`src/rtl/p2_pkg.sv`:
```
// Shared definitions for the pooling-2 memory: geometry of the 4x4 pooled
// feature map and the reader's FSM state encoding.
package p2_pkg;

  localparam int N_WORDS = 16;
  localparam int ADDR_W  = 4;
  localparam int DATA_W  = 16;

  typedef enum logic [1:0] {
    IDLE  = 2'd0,
    READ  = 2'd1,
    DRAIN = 2'd2,
    DONE  = 2'd3
  } state_t;

endpackage

```
`src/rtl/p2_mem_read_if.sv`:
```
// Bus bundle for the pooling-2 reader: the synchronous memory read port and
// the ready/valid output stream toward the fully-connected stage.
//
// Stream handshake: a word transfers on every rising clk edge where out_valid
// and out_ready are both high. Once out_valid is raised, out_data and out_last
// hold steady until that transfer; out_ready may change freely and the
// producer never waits for out_ready before raising out_valid.
// Memory port: rd_data carries mem[addr] in the cycle after rd_en was high.
interface p2_mem_read_if #(
  parameter int ADDR_W = p2_pkg::ADDR_W,
  parameter int DATA_W = p2_pkg::DATA_W
);

  logic              rd_en;
  logic [ADDR_W-1:0] addr;
  logic [DATA_W-1:0] rd_data;
  logic [DATA_W-1:0] out_data;
  logic              out_valid;
  logic              out_ready;
  logic              out_last;

  // Reader side.
  modport master (
    output rd_en, addr, out_data, out_valid, out_last,
    input  rd_data, out_ready
  );

  // Memory + downstream consumer side.
  modport slave (
    input  rd_en, addr, out_data, out_valid, out_last,
    output rd_data, out_ready
  );

endinterface

```
`src/rtl/p2_rd_skid.sv`:
```
// Two-entry FIFO between the memory read port and the output stream. It holds
// words that arrive while the consumer is stalled; the issue logic upstream
// guarantees a push never lands on a full buffer.
module p2_rd_skid #(
  parameter int DATA_W = p2_pkg::DATA_W
) (
  input  logic              clk,
  input  logic              reset,
  input  logic              push,
  input  logic [DATA_W-1:0] din,
  input  logic              pop,
  output logic [DATA_W-1:0] head,
  output logic [1:0]        occ
);

  logic [DATA_W-1:0] entry_q [2];
  logic              wr_ptr;
  logic              rd_ptr;
  logic [1:0]        occ_q;

  // Storage, pointers and occupancy; all cleared so a reset drops buffered words.
  always_ff @(posedge clk or posedge reset) begin
    if (reset) begin
      entry_q[0] <= '0;
      entry_q[1] <= '0;
      wr_ptr     <= 1'b0;
      rd_ptr     <= 1'b0;
      occ_q      <= 2'd0;
    end else begin
      if (push) begin
        entry_q[wr_ptr] <= din;
        wr_ptr          <= ~wr_ptr;
      end
      if (pop) begin
        rd_ptr <= ~rd_ptr;
      end
      case ({push, pop})
        2'b10:   occ_q <= occ_q + 2'd1;
        2'b01:   occ_q <= occ_q - 2'd1;
        default: occ_q <= occ_q;
      endcase
    end
  end

  assign head = entry_q[rd_ptr];
  assign occ  = occ_q;

endmodule

```
`src/rtl/p2_mem_read.sv`:
```
// Sequential reader for the pooling-2 output memory. On start it sweeps
// addresses 0..N_WORDS-1 through the synchronous read port and streams the
// words to the FC stage, flagging the final word with out_last.
module p2_mem_read #(
  parameter int N_WORDS = p2_pkg::N_WORDS,
  parameter int ADDR_W  = p2_pkg::ADDR_W,
  parameter int DATA_W  = p2_pkg::DATA_W
) (
  input  logic                clk,
  input  logic                reset,
  input  logic                start,
  output logic                busy,
  output logic                done,
  output p2_pkg::state_t      state_dbg,
  p2_mem_read_if.master       bus
);

  import p2_pkg::*;

  localparam logic [ADDR_W:0]   ISSUE_END    = (ADDR_W+1)'(N_WORDS);
  localparam logic [ADDR_W-1:0] OUT_LAST_IDX = ADDR_W'(N_WORDS - 1);

  state_t            state;
  state_t            state_nx;
  logic [ADDR_W:0]   issue_idx;
  logic [ADDR_W-1:0] out_idx;
  logic              inflight;
  logic [1:0]        occ;
  logic [DATA_W-1:0] head;
  logic              out_valid;
  logic              pop;
  logic              rd_en;
  logic              start_pass;
  logic [2:0]        demand;
  logic [2:0]        limit;

  // A pass may only be launched from a quiescent state.
  assign start_pass = start && ((state == IDLE) || (state == DONE));

  assign out_valid = (occ != 2'd0);
  assign pop       = out_valid && bus.out_ready;

  // Buffered plus in-flight words must stay within the 2 buffer slots; a pop
  // this cycle frees one, which is why out_ready reaches rd_en directly.
  assign demand = {1'b0, occ} + {2'b00, inflight};
  assign limit  = 3'd2 + {2'b00, pop};
  assign rd_en  = (state == READ) && (issue_idx < ISSUE_END) && (demand < limit);

  // FSM state register.
  always_ff @(posedge clk or posedge reset) begin
    if (reset) begin
      state <= IDLE;
    end else begin
      state <= state_nx;
    end
  end

  // Next-state logic; start is only honoured in IDLE and DONE.
  always_comb begin
    state_nx = state;
    case (state)
      IDLE:    if (start) state_nx = READ;
      READ:    if (issue_idx == ISSUE_END) state_nx = DRAIN;
      DRAIN:   if ((occ == 2'd0) && !inflight) state_nx = DONE;
      DONE:    if (start) state_nx = READ;
      default: state_nx = IDLE;
    endcase
  end

  // Issue/output counters and the one-cycle memory latency tracker.
  always_ff @(posedge clk or posedge reset) begin
    if (reset) begin
      issue_idx <= '0;
      out_idx   <= '0;
      inflight  <= 1'b0;
    end else begin
      inflight <= rd_en;
      if (start_pass) begin
        issue_idx <= '0;
        out_idx   <= '0;
      end else begin
        if (rd_en) issue_idx <= issue_idx + 1'b1;
        if (pop)   out_idx   <= out_idx + 1'b1;
      end
    end
  end

  p2_rd_skid #(
    .DATA_W (DATA_W)
  ) u_skid (
    .clk   (clk),
    .reset (reset),
    .push  (inflight),
    .din   (bus.rd_data),
    .pop   (pop),
    .head  (head),
    .occ   (occ)
  );

  assign bus.rd_en     = rd_en;
  assign bus.addr      = issue_idx[ADDR_W-1:0];
  assign bus.out_valid = out_valid;
  assign bus.out_data  = head;
  assign bus.out_last  = out_valid && (out_idx == OUT_LAST_IDX);

  assign busy      = (state == READ) || (state == DRAIN);
  assign done      = (state == DONE);
  assign state_dbg = state;

endmodule

```
`src/flat_wrapper.sv`:
```
// flat-port wrapper written by rule: the top's interface ports become plain ports
module p2_mem_read_flat import p2_pkg::*;
#(
  parameter int N_WORDS = p2_pkg::N_WORDS,
  parameter int ADDR_W  = p2_pkg::ADDR_W,
  parameter int DATA_W  = p2_pkg::DATA_W
)
  (clk, reset, start, busy, done, state_dbg, bus_rd_en, bus_addr, bus_out_data, bus_out_valid, bus_out_last, bus_rd_data, bus_out_ready);
  p2_mem_read_if #(.ADDR_W(ADDR_W), .DATA_W(DATA_W)) bus_i ();
  input  logic clk;
  input  logic reset;
  input  logic start;
  output logic busy;
  output logic done;
  output p2_pkg::state_t state_dbg;
  output wire logic [$bits(bus_i.rd_en)-1:0] bus_rd_en;
  output wire logic [$bits(bus_i.addr)-1:0] bus_addr;
  output wire logic [$bits(bus_i.out_data)-1:0] bus_out_data;
  output wire logic [$bits(bus_i.out_valid)-1:0] bus_out_valid;
  output wire logic [$bits(bus_i.out_last)-1:0] bus_out_last;
  input wire logic [$bits(bus_i.rd_data)-1:0] bus_rd_data;
  input wire logic [$bits(bus_i.out_ready)-1:0] bus_out_ready;
  assign bus_rd_en = bus_i.rd_en;
  assign bus_addr = bus_i.addr;
  assign bus_out_data = bus_i.out_data;
  assign bus_out_valid = bus_i.out_valid;
  assign bus_out_last = bus_i.out_last;
  assign bus_i.rd_data = bus_rd_data;
  assign bus_i.out_ready = bus_out_ready;
  p2_mem_read #(.N_WORDS(N_WORDS), .ADDR_W(ADDR_W), .DATA_W(DATA_W)) u_core (.clk(clk), .reset(reset), .start(start), .busy(busy), .done(done), .state_dbg(state_dbg), .bus(bus_i));
endmodule
```
`config.mk`:
```
export PLATFORM = sky130hd
export DESIGN_NAME = p2_mem_read_flat
export DESIGN_NICKNAME = d
export VERILOG_FILES = /design/src/rtl/p2_pkg.sv /design/src/rtl/p2_mem_read_if.sv /design/src/rtl/p2_rd_skid.sv /design/src/rtl/p2_mem_read.sv /design/src/flat_wrapper.sv
export SDC_FILE = /design/constraint.sdc
export NUM_CORES = 1
export LEC_CHECK = 0
export BUFFER_PORTS_ARGS = -buffer_cell sky130_fd_sc_hd__buf_2
export CAP_MARGIN = 10
export CORE_ASPECT_RATIO = 1.5
export CORE_MARGIN = 1.5
export CORE_UTILIZATION = 54
export DETAILED_ROUTE_END_ITERATION = 7
export PLACE_DENSITY = 0.79
export RECOVER_POWER = 50
export SETUP_SLACK_MARGIN = 0.05
export SLEW_MARGIN = 15
export SYNTH_ARGS = -nofsm -noshare
export SYNTH_HDL_FRONTEND = slang
export SYNTH_SLANG_ARGS = --single-unit
```
`constraint.sdc`:
```
create_clock -name clk -period 2.3 [get_ports clk]
set_clock_uncertainty 0.05 [all_clocks]
set_input_delay 0.46 -clock clk [delete_from_list [all_inputs] [get_ports clk]]
set_output_delay 0.46 -clock clk [all_outputs]
set_load 0.03 [all_outputs]
```
Yosys cells after proc, flatten, opt, wreduce, memory -nomap -nowiden
Index checks and enable logic that the tools add are counted.
Operators by class
  add/subtract/negate cells: 6
  order comparisons: 5
  equality and inequality tests: 10
  multiplexer cells: 15
  bitwise logic cells: 4
  reduce and logical (&&, ||, !) cells: 18
Operator list (number)
  2-to-1 mux 16 bit: 4
  bitwise mux 32 bit: 1
  demux 16 bit (select 1 bit): 1
  2-to-1 mux 5 bit: 2
  2-to-1 mux 4 bit: 2
  nonzero test 2 bit: 4
  logical AND 1 bit: 7
  equality test 2 bit, second input constant: 3
  2-to-1 mux 2 bit: 3
  != test 2 x 1 -> 1 bit, second input constant: 3
  one-hot mux 2 bit (3 select lines): 1
  adder 5 x 1 -> 5 bit, second input constant: 1
  equality test 5 bit, second input constant: 1
  < comparator 5 bit, second input constant: 1
  adder 4 x 1 -> 4 bit, second input constant: 1
  equality test 2 x 1 -> 1 bit, second input constant: 2
  equality test 4 bit, second input constant: 1
  >= comparator 2 bit, second input constant: 2
  zero test 2 bit: 2
  inverter 1 -> 2 bit: 2
  one-hot mux 2 bit (2 select lines): 1
  adder 2 x 1 -> 3 bit: 1
  adder 2 x 1 -> 3 bit, first input constant: 1
  < comparator 3 bit: 1
  other kinds (8): 10
Storage, ports and cells
  bits in registers: 48
  input bits: 20
  output and inout port bits: 27
  logic and storage cells: 67

Logic depth before layout (Yosys ltp)
Gate-level depths: netlist (run 1).
  word-level depth: 7
  depth in mapped cells: 6
  gate-level depth less buffers: 6

Cells and area by module
Synthesis (run 1) repeated with hierarchy kept, for this count alone.
Second synthesis, totals
  cell total of the unflattened synthesis: 177
  area total of the unflattened synthesis: 2347.3 µm²
By module, submodules not included
  p2_rd_skid: instances 1, cells an instance 100, area each 1611.5 µm², sequential area each 900.9 µm²
  p2_mem_read: instances 1, cells an instance 77, area each 735.7 µm², sequential area each 300.3 µm²

Least setup slack after synthesis (run 1)
No wires, ideal clock.
  path type: flip-flop to output port
  start point: register u_core.u_skid.occ_q[0] (netlist: u_core.u_skid.occ[0])
  end point: output bus_rd_en
  arrival time: 1.780 ns
  required time: 1.790 ns
  slack: 0.010 ns
  stages on the path, launching flop included: 5
  buffers on the path: 0
  cell sequence: dfrtp_1 -> ha_1 -> ha_1 -> or3b_2 -> nor2_1
Between the ends
  longest elaborated chain between the ends: 5
  elaborated cells on any way between the ends: 6
  those cells by class: 2 x add/sub; 1 x order compare; 3 x reduce/logical
RTL lines
  from (decl): line p2_rd_skid.sv:19  | logic [1:0] occ_q;
  from (signal assigned): line p2_rd_skid.sv:38  | 2'b10: occ_q <= occ_q + 2'd1;
  from (signal assigned): line p2_rd_skid.sv:39  | 2'b01: occ_q <= occ_q - 2'd1;
  from (signal assigned): line p2_rd_skid.sv:40  | default: occ_q <= occ_q;
  nonzero test 2 bit: line p2_mem_read.sv:40  | assign out_valid = (occ != 2'd0);
  logical AND 1 bit: line p2_mem_read.sv:41  | assign pop = out_valid && bus.out_ready;
  adder 2 x 1 -> 3 bit: line p2_mem_read.sv:46  | assign limit = 3'd2 + {2'b00, pop};
  < comparator 3 bit *: line p2_mem_read.sv:47  | assign rd_en = (state == READ) && (issue_idx < ISSUE_END) && (demand < limit);
  logical AND 1 bit *: line p2_mem_read.sv:47
  to (decl): line flat_wrapper.sv:16  | output wire logic [$bits(bus_i.rd_en)-1:0] bus_rd_en;
Every way passes the cells marked *; elsewhere a longest branch is shown, timed or not.

Worst setup path in the final report (run 1)
Ends and elaborated chain as after synthesis.

==> results by group, run 1 <==
Run status
  • Outcome: finished, final reports clean

Worst setup path
  • Crit Path Category: flop to output pin
  • WP data arrival: 1.71 ns
  • Crit path required time: 1.79 ns
  • Maximum net fanout on the critical path: 2
  • Crit start category: flop
  • R2R Setup Slk: 0.45 ns
  • CP Capture Type: output pin

Logic synthesis
  • Synthesized area: 2270 um^2
  • Seq cells post-synth: 48
  • Post-Syn Nets: 204
  • Register area share after synthesis: 52.9%
  • Unique cell type count in the Yosys netlist: 31
  • Synth Warn #: 0
  • Mapped Cells: 175
  • Syn avg cell area: 13.0 um^2

Drt
  • DR WL/cell: 14.6 um
  • Drt initial violations: 35
  • Total vias in the final route: 1500
  • Antenna viol nets, final: 0
  • Post-Route WL: 4040 um
  • Drt pass-1 iters: 4
  • Vias per cell: 5.43
  • Residual DRC count: 0

Floorplanning
  • Core area: 3990 um^2
  • # IOs: 47
  • DIE AREA: 4610 um^2
  • Rows: 28
  • Die height: 82.4 um
  • Initial core utilization: 56.8%
  • Die width: 55.9 um

Timing
  • Hold Slack: 0.165 ns
  • Crit share post-route: 96.7%
  • Max Slew Vio Count: 0
  • Slew of the pin with the lowest slew margin: 0.918 ns
  • Minimum clock period: 2.22 ns
  • Setup violators final: 0
  • FMAX: 0.450 GHz
  • RSZ-0062 raised after global routing: true
  • Setup ws final: 0.0767 ns
  • Worst slew margin: 38.8%
  • Final hold viol count: 0
  • Final TNS setup: 0 ns

Power
  • Sw Pwr: 0.00178 W
  • Leak pwr: 1.28 nW
  • Power Density: 1620 nW/um^2
  • Internal power: 0.00260 W
  • Sw Ratio: 40.7%
  • Combinational Power Share: 53.1%
  • VDD IR-drop max: 1.01 mV
  • Clk pwr share: 13.7%
  • Sequential group share of total power: 33.2%

Hold path
  • Worst hold path class: input port to asynchronous set/reset pin

Placement
  • Placed Area: 2570 um^2
  • Pre-CTS setup slack: 0.173 ns
  • Final HPWL DP: 2970 um
  • IO buf count: 46
  • RD Place Congestion: 0.689

GRT
  • Vias in the first global route: 1564
  • GRT Total Usage: 20.0%
  • GRT overflow: 0
  • Global-route wire length before repair: 7110 um
  • Largest net degree at the start of global routing: 19
  • Antenna violations before repair: 0

Final layout
  • Antenna cell count: 0
  • Final Net Count: 259
  • Synthesis-to-layout area growth: 19.4%
  • Fill count: 319
  • Multi-input gate area: 996 um^2
  • Register area: 1200 um^2
  • Final instance area: 2710 um^2
  • Final Util: 67.9%
  • Share of cells above drive strength 1: 51.5%

Clocking
  • CTS sink cnt: 48
  • Root buf cell: clkbuf_8
  • CTS Buf Count: 5
  • H-tree levels: 2
  • CTS max path bufs: 2
  • CTS tree: done
  • Clk_lat worst skew: 0.30 ns
  • CTS clk-pin slew, worst paths: 0.09 ns

Flow run
  • Max Cap Violations: 0
-- power groups by stage --
stage	logic (W)	clock network [W]	registers [W]
floorplan	0.00175	0	0.00144
global placement	0.00223	0	0.00145
detailed placement	0.00227	0	0.00147
CTS	0.00235	0.000622	0.00145
global route	0.00253	0.000655	0.00151
finish	0.00233	0.000601	0.00145
-- registers in the layout, indices dropped and copies added, names as in the netlist --
name,flops
u_core.u_skid.rd_ptr,1
u_core.inflight,1
u_core.out_idx,4
u_core.u_skid.occ,2
u_core.state_dbg,2
u_core.u_skid.wr_ptr,1
u_core.u_skid.entry_q,32
u_core.issue_idx,5
-- Yosys cell counts (all sizes together) --
master   instances  area (um^2)
a21oi            4         20.0
a31o             1         8.76
a31oi            2         12.5
and2             1         6.26
and3             1         6.26
and4             1         8.76
buf              9         53.8
clkbuf           1         3.75
dfrtp           48         1200
ha               9          113
inv              8         30.0
mux2            48          541
mux2i            1         10.0
nand2            6         22.5
nand2b           1         6.26
nand3            1         5.00
nand4            3         18.8
nand4bb          1         11.3
nor2             7         26.3
nor3b            1         12.5
o21a             1         7.51
o21ai            7         38.8
o31ai            2         15.0
or2              1         6.26
or3              1         6.26
or3b             1         8.76
xnor2            4         35.0
xor2             4         35.0
-- stage by stage --
step,power [W],instances
3_3_place_gp,0.00368,265
3_5_place_dp,0.00374,265
4_1_cts,0.00442,275
5_1_grt,0.00470,276
6_report,0.00438,276
2_1_floorplan,0.00318,175
-- critical path, stage by stage, from the launching register on --
cell	delay [ns]
dfrtp_1	0.40
ha_2	0.19
ha_2	0.18
or3b_4	0.40
nor2_4	0.11
buf_6	0.14
-- metal layers --
metal	track usage, %	share of wire (%)	vias up
met5	0	0	-
met3	5.30	4.5	6
met1	22.8	40	740
met4	7.14	1.5	0
met2	36.4	54	35
li1	-	-	719
-- layout by cell type (no fill, tap or decap), types with 2 or more instances in the layout --
cell,netlist,final
dfrtp_1,48,48
xor2_1,4,4
nand2_1,6,6
clkbuf_1,1,3
nor2_1,7,6
nand4_1,3,3
inv_1,8,8
xnor2_1,4,4
a21oi_1,4,4
clkbuf_8,0,5
buf_4,4,9
ha_1,9,7
mux2_2,48,48
a31oi_1,2,2
o21ai_0,6,6
ha_2,0,2
o31ai_1,2,2
buf_2,4,45
-- cell families (layout without fill, tap and decap cells) --
logic type,count (synthesis),in the layout,share of synthesized area [%]
AOI/OAI and AO/OA,17,17,4.52
buffers and inverters,18,74,3.86
DFF,48,48,52.9
adders and majority gates,9,9,4.96
and+or+nand+nor,26,26,6.40
xor gates and xnor gates,8,8,3.09
muxes,49,49,24.3
-- repair_timing --
item	4_1_cts	5_1_grt
setup buffers	2	1
pin swaps	1	1
gates resized for setup	5	1
endpoints found under the setup margin	1	1
hold buffers	0	0
-- final cells by class --
cell class	count	share of cell area, %
inverter	8	1.11
sequential	48	44.3
tap	45	2.08
clock buffer	5	2.54
timing repair buffer	58	11.6
multi-input combinational	109	36.7
clock inverter	3	1.57
-- path summary, 6_finish.rpt --
kind                                                        from                                     to  cells past startpoint
min in group clk                                  bus_rd_data[3]   u_core.u_skid.entry_q[3]$_DFFE_PP0P_                      2
max in group asynchronous                                  reset  u_core.u_skid.entry_q[13]$_DFFE_PP0P_                      3
worst min-delay path                                       reset   u_core.u_skid.entry_q[4]$_DFFE_PP0P_                      2
worst max register to register  u_core.u_skid.occ[0]$_DFFE_PP0P_       u_core.u_skid.occ[1]$_DFFE_PP0P_                      7
worst max-delay path            u_core.u_skid.occ[0]$_DFFE_PP0P_                              bus_rd_en                      5
worst min register to register  u_core.u_skid.wr_ptr$_DFFE_PP0P_       u_core.u_skid.wr_ptr$_DFFE_PP0P_                      1
Power figures use the tool's default switching activity.
==> inputs of run 2 (changes only) <==
clock period = 2.2 ns   (was 2.3 ns; I/O delays follow)
==> run 2 against run 1 <==
Net effect:
- utilization fell by 0.063 points
- sequential power rose by 6%
- global-route usage is 0.88 points lower
- flip-flop and latch count is the same
- final cell count decreased by 1.1%
- clock-buffer cell count unchanged
- cell area barely moved
- non-clock buffer count fell by 1
- register-to-register slack worse by 0.15 ns
==> results by group, run 2 (same netlist as run 1, synthesis figures left out) <==
Clocking
  • Root buf cell: clkbuf_8
  • CTS sink cnt: 48 (unchanged)
  • H-tree levels: 2 (unchanged)
  • CTS max path bufs: 2 (unchanged)
  • CTS clk-pin slew, worst paths: 0.08 ns (about the same)
  • CTS tree: done
  • CTS Buf Count: 5 (unchanged)
  • Clk_lat worst skew: 0.30 ns (about the same)

Floorplanning
  • Initial core utilization: 56.8% (unchanged)
  • # IOs: 47 (unchanged)
  • Core area: 3990 um^2 (unchanged)
  • Die width: 55.9 um (unchanged)
  • Die height: 82.4 um (unchanged)
  • Rows: 28 (unchanged)
  • DIE AREA: 4610 um^2 (unchanged)

GRT
  • Largest net degree at the start of global routing: 26 (+7)
  • Antenna violations before repair: 0 (unchanged)
  • GRT Total Usage: 19.1% (-0.88 points)
  • GRT overflow: 0 (unchanged)
  • Vias in the first global route: 1536 (-1.8%)
  • Global-route wire length before repair: 6710 um (-5.5%)

Power
  • Leak pwr: 1.28 nW (-0.12%)
  • VDD IR-drop max: 1.01 mV (+0.51%)
  • Power Density: 1680 nW/um^2 (+4.1%)

Timing
  • Setup violators final: 0 (unchanged)
  • Slew of the pin with the lowest slew margin: 0.879 ns (-0.0388 ns)
  • RSZ-0062 raised after global routing: true
  • Worst slew margin: 41.3% (+2.5 points)
  • Setup ws final: 0.0367 ns (-0.0399 ns)
  • Final TNS setup: 0 ns (unchanged)
  • Crit share post-route: 98.3%
  • Final hold viol count: 0 (unchanged)
  • Minimum clock period: 2.16 ns
  • FMAX: 0.462 GHz
  • Max Slew Vio Count: 0 (unchanged)

Worst setup path
  • CP Capture Type: output pin
  • Maximum net fanout on the critical path: 2 (unchanged)
  • Critical-path top delay cell: dfrtp_1
  • Crit Path Category: flop to output pin
  • Worst-path cell chain: ha_2 -> ha_4 -> or3b_4 -> nor2_4 -> buf_6
  • Top Family by Delay on Critical Path: simple AND/OR/NAND/NOR gates
  • WP data arrival: 1.67 ns (-0.04 ns)
  • CP max stage delay: 0.39 ns (about the same)
  • Crit start category: flop
  • Critical path buffers and inverters: 1 (unchanged)
  • Crit path required time: 1.71 ns (-0.08 ns)

Final layout
  • Final Util: 67.8% (about the same)
  • Final instance area: 2710 um^2 (about the same)
  • Synthesis-to-layout area growth: 19.3% (about the same)
  • Commonest cells after routing, fill and taps aside: mux2_2, dfrtp_1, buf_2, buf_4, inv_1
  • Final Net Count: 258 (-0.39%)
  • Share of cells above drive strength 1: 52.2% (+0.68 points)
  • Max reg flops: 32 (unchanged)
  • Top flop regs: u_core.u_skid.entry_q x32, u_core.issue_idx x5, u_core.out_idx x4
  • Antenna cell count: 0 (unchanged)
  • Reg with most FFs: u_core.u_skid.entry_q

Drt
  • DR WL/cell: 14.9 um (+1.9%)
  • Vias per cell: 5.51 (+1.4%)
  • Drt initial violations: 35 (unchanged)
  • Antenna viol nets, final: 0 (unchanged)
  • Drt pass-1 iters: 4 (unchanged)
  • Total vias in the final route: 1504 (+0.27%)
  • Residual DRC count: 0 (unchanged)
  • Post-Route WL: 4070 um (+0.74%)

Placement
  • Pre-CTS setup slack: 0.0934 ns (-0.0796 ns)
  • IO buf count: 46 (unchanged)
  • Placed Area: 2570 um^2 (+0.20%)
  • Final HPWL DP: 3000 um (+0.91%)
  • RD Place Congestion: 0.720 (+4.5%)

Flow run
  • Max Cap Violations: 0 (unchanged)

Hold path
  • Worst hold path class: input port to asynchronous set/reset pin

Run status
  • Outcome: finished, final reports clean
==> run 2: changes by cell type in the layout (fill, tap and decap cells not counted) <==
cell | previous run | this run
clkbuf_1 | 3 | 1
clkbuf_2 | 0 | 1
ha_4 | 0 | 1
ha_1 | 7 | 6
clkinv_2 | 1 | 0
clkinvlp_4 | 1 | 0
==> run 2: area by class of cell <==
class	instances	area [um^2]
repair buffers	57	313
well taps	45	56.3
clock inverters	1	30.0
multi-input cells	109	1010
clock buffers	5	68.8
inverters	8	30.0
flip-flops and latches	48	1200
fillers	320	1290
==> run 2: worst paths after layout <==
kind,slack (ns),cells past startpoint,from,endpoint
max,0.04,5,u_core.u_skid.occ[0]$_DFFE_PP0P_,bus_rd_en
min,0.27,2,reset,u_core.u_skid.entry_q[20]$_DFFE_PP0P_
max reg2reg,0.30,8,u_core.u_skid.occ[0]$_DFFE_PP0P_,u_core.issue_idx[3]$_DFFE_PP0P_
min reg2reg,0.44,1,u_core.u_skid.wr_ptr$_DFFE_PP0P_,u_core.u_skid.wr_ptr$_DFFE_PP0P_
max in group asynchronous,0.74,3,reset,u_core.out_idx[0]$_DFFE_PP0P_
min in group clk,0.33,2,bus_rd_data[7],u_core.u_skid.entry_q[23]$_DFFE_PP0P_
==> run 2: worst register-to-register path, cell delays in order, from the launching register on <==
cell and delay [ns]:
dfrtp_1 0.39, ha_2 0.20, ha_4 0.16, buf_4 0.13
buf_4 0.12, nor3b_2 0.19, nand4_1 0.13, or3_1 0.31
a21oi_1 0.14
==> run 2: where the power goes <==
part	internal, W	switching, W	leakage, nW
logic	0.00110	0.00135	0.656
registers	0.00129	0.000236	0.574
clock network	0.000326	0.000262	0.0501
total	0.00272	0.00184	1.28
==> run 2: layer usage <==
layer | vias up | GRT usage, % | share of wire [%]
met5 | - | 0 | 0
met4 | 0 | 7.14 | 1.6
met3 | 8 | 4.83 | 4.4
met2 | 35 | 37.6 | 56
met1 | 750 | 19.5 | 38
li1 | 711 | - | -
==> run 2: timing repair <==
item                       4_1_cts  5_1_grt
hold buffers                     0        0
setup endpoints to repair        1        1
resized for setup                7        1
buffers inserted                 2        1
pin swaps                        3        3
hold endpoints to repair         0        0
==> run 2: through the flow <==
step	total power [W]	hold WS (ns)	cells
after floorplan	0.00333	0.402	175
after global placement	0.00385	0.420	264
after detailed placement	0.00391	0.429	264
after CTS	0.00461	0.138	272
after global routing	0.00484	0.328	273
final	0.00456	0.268	273
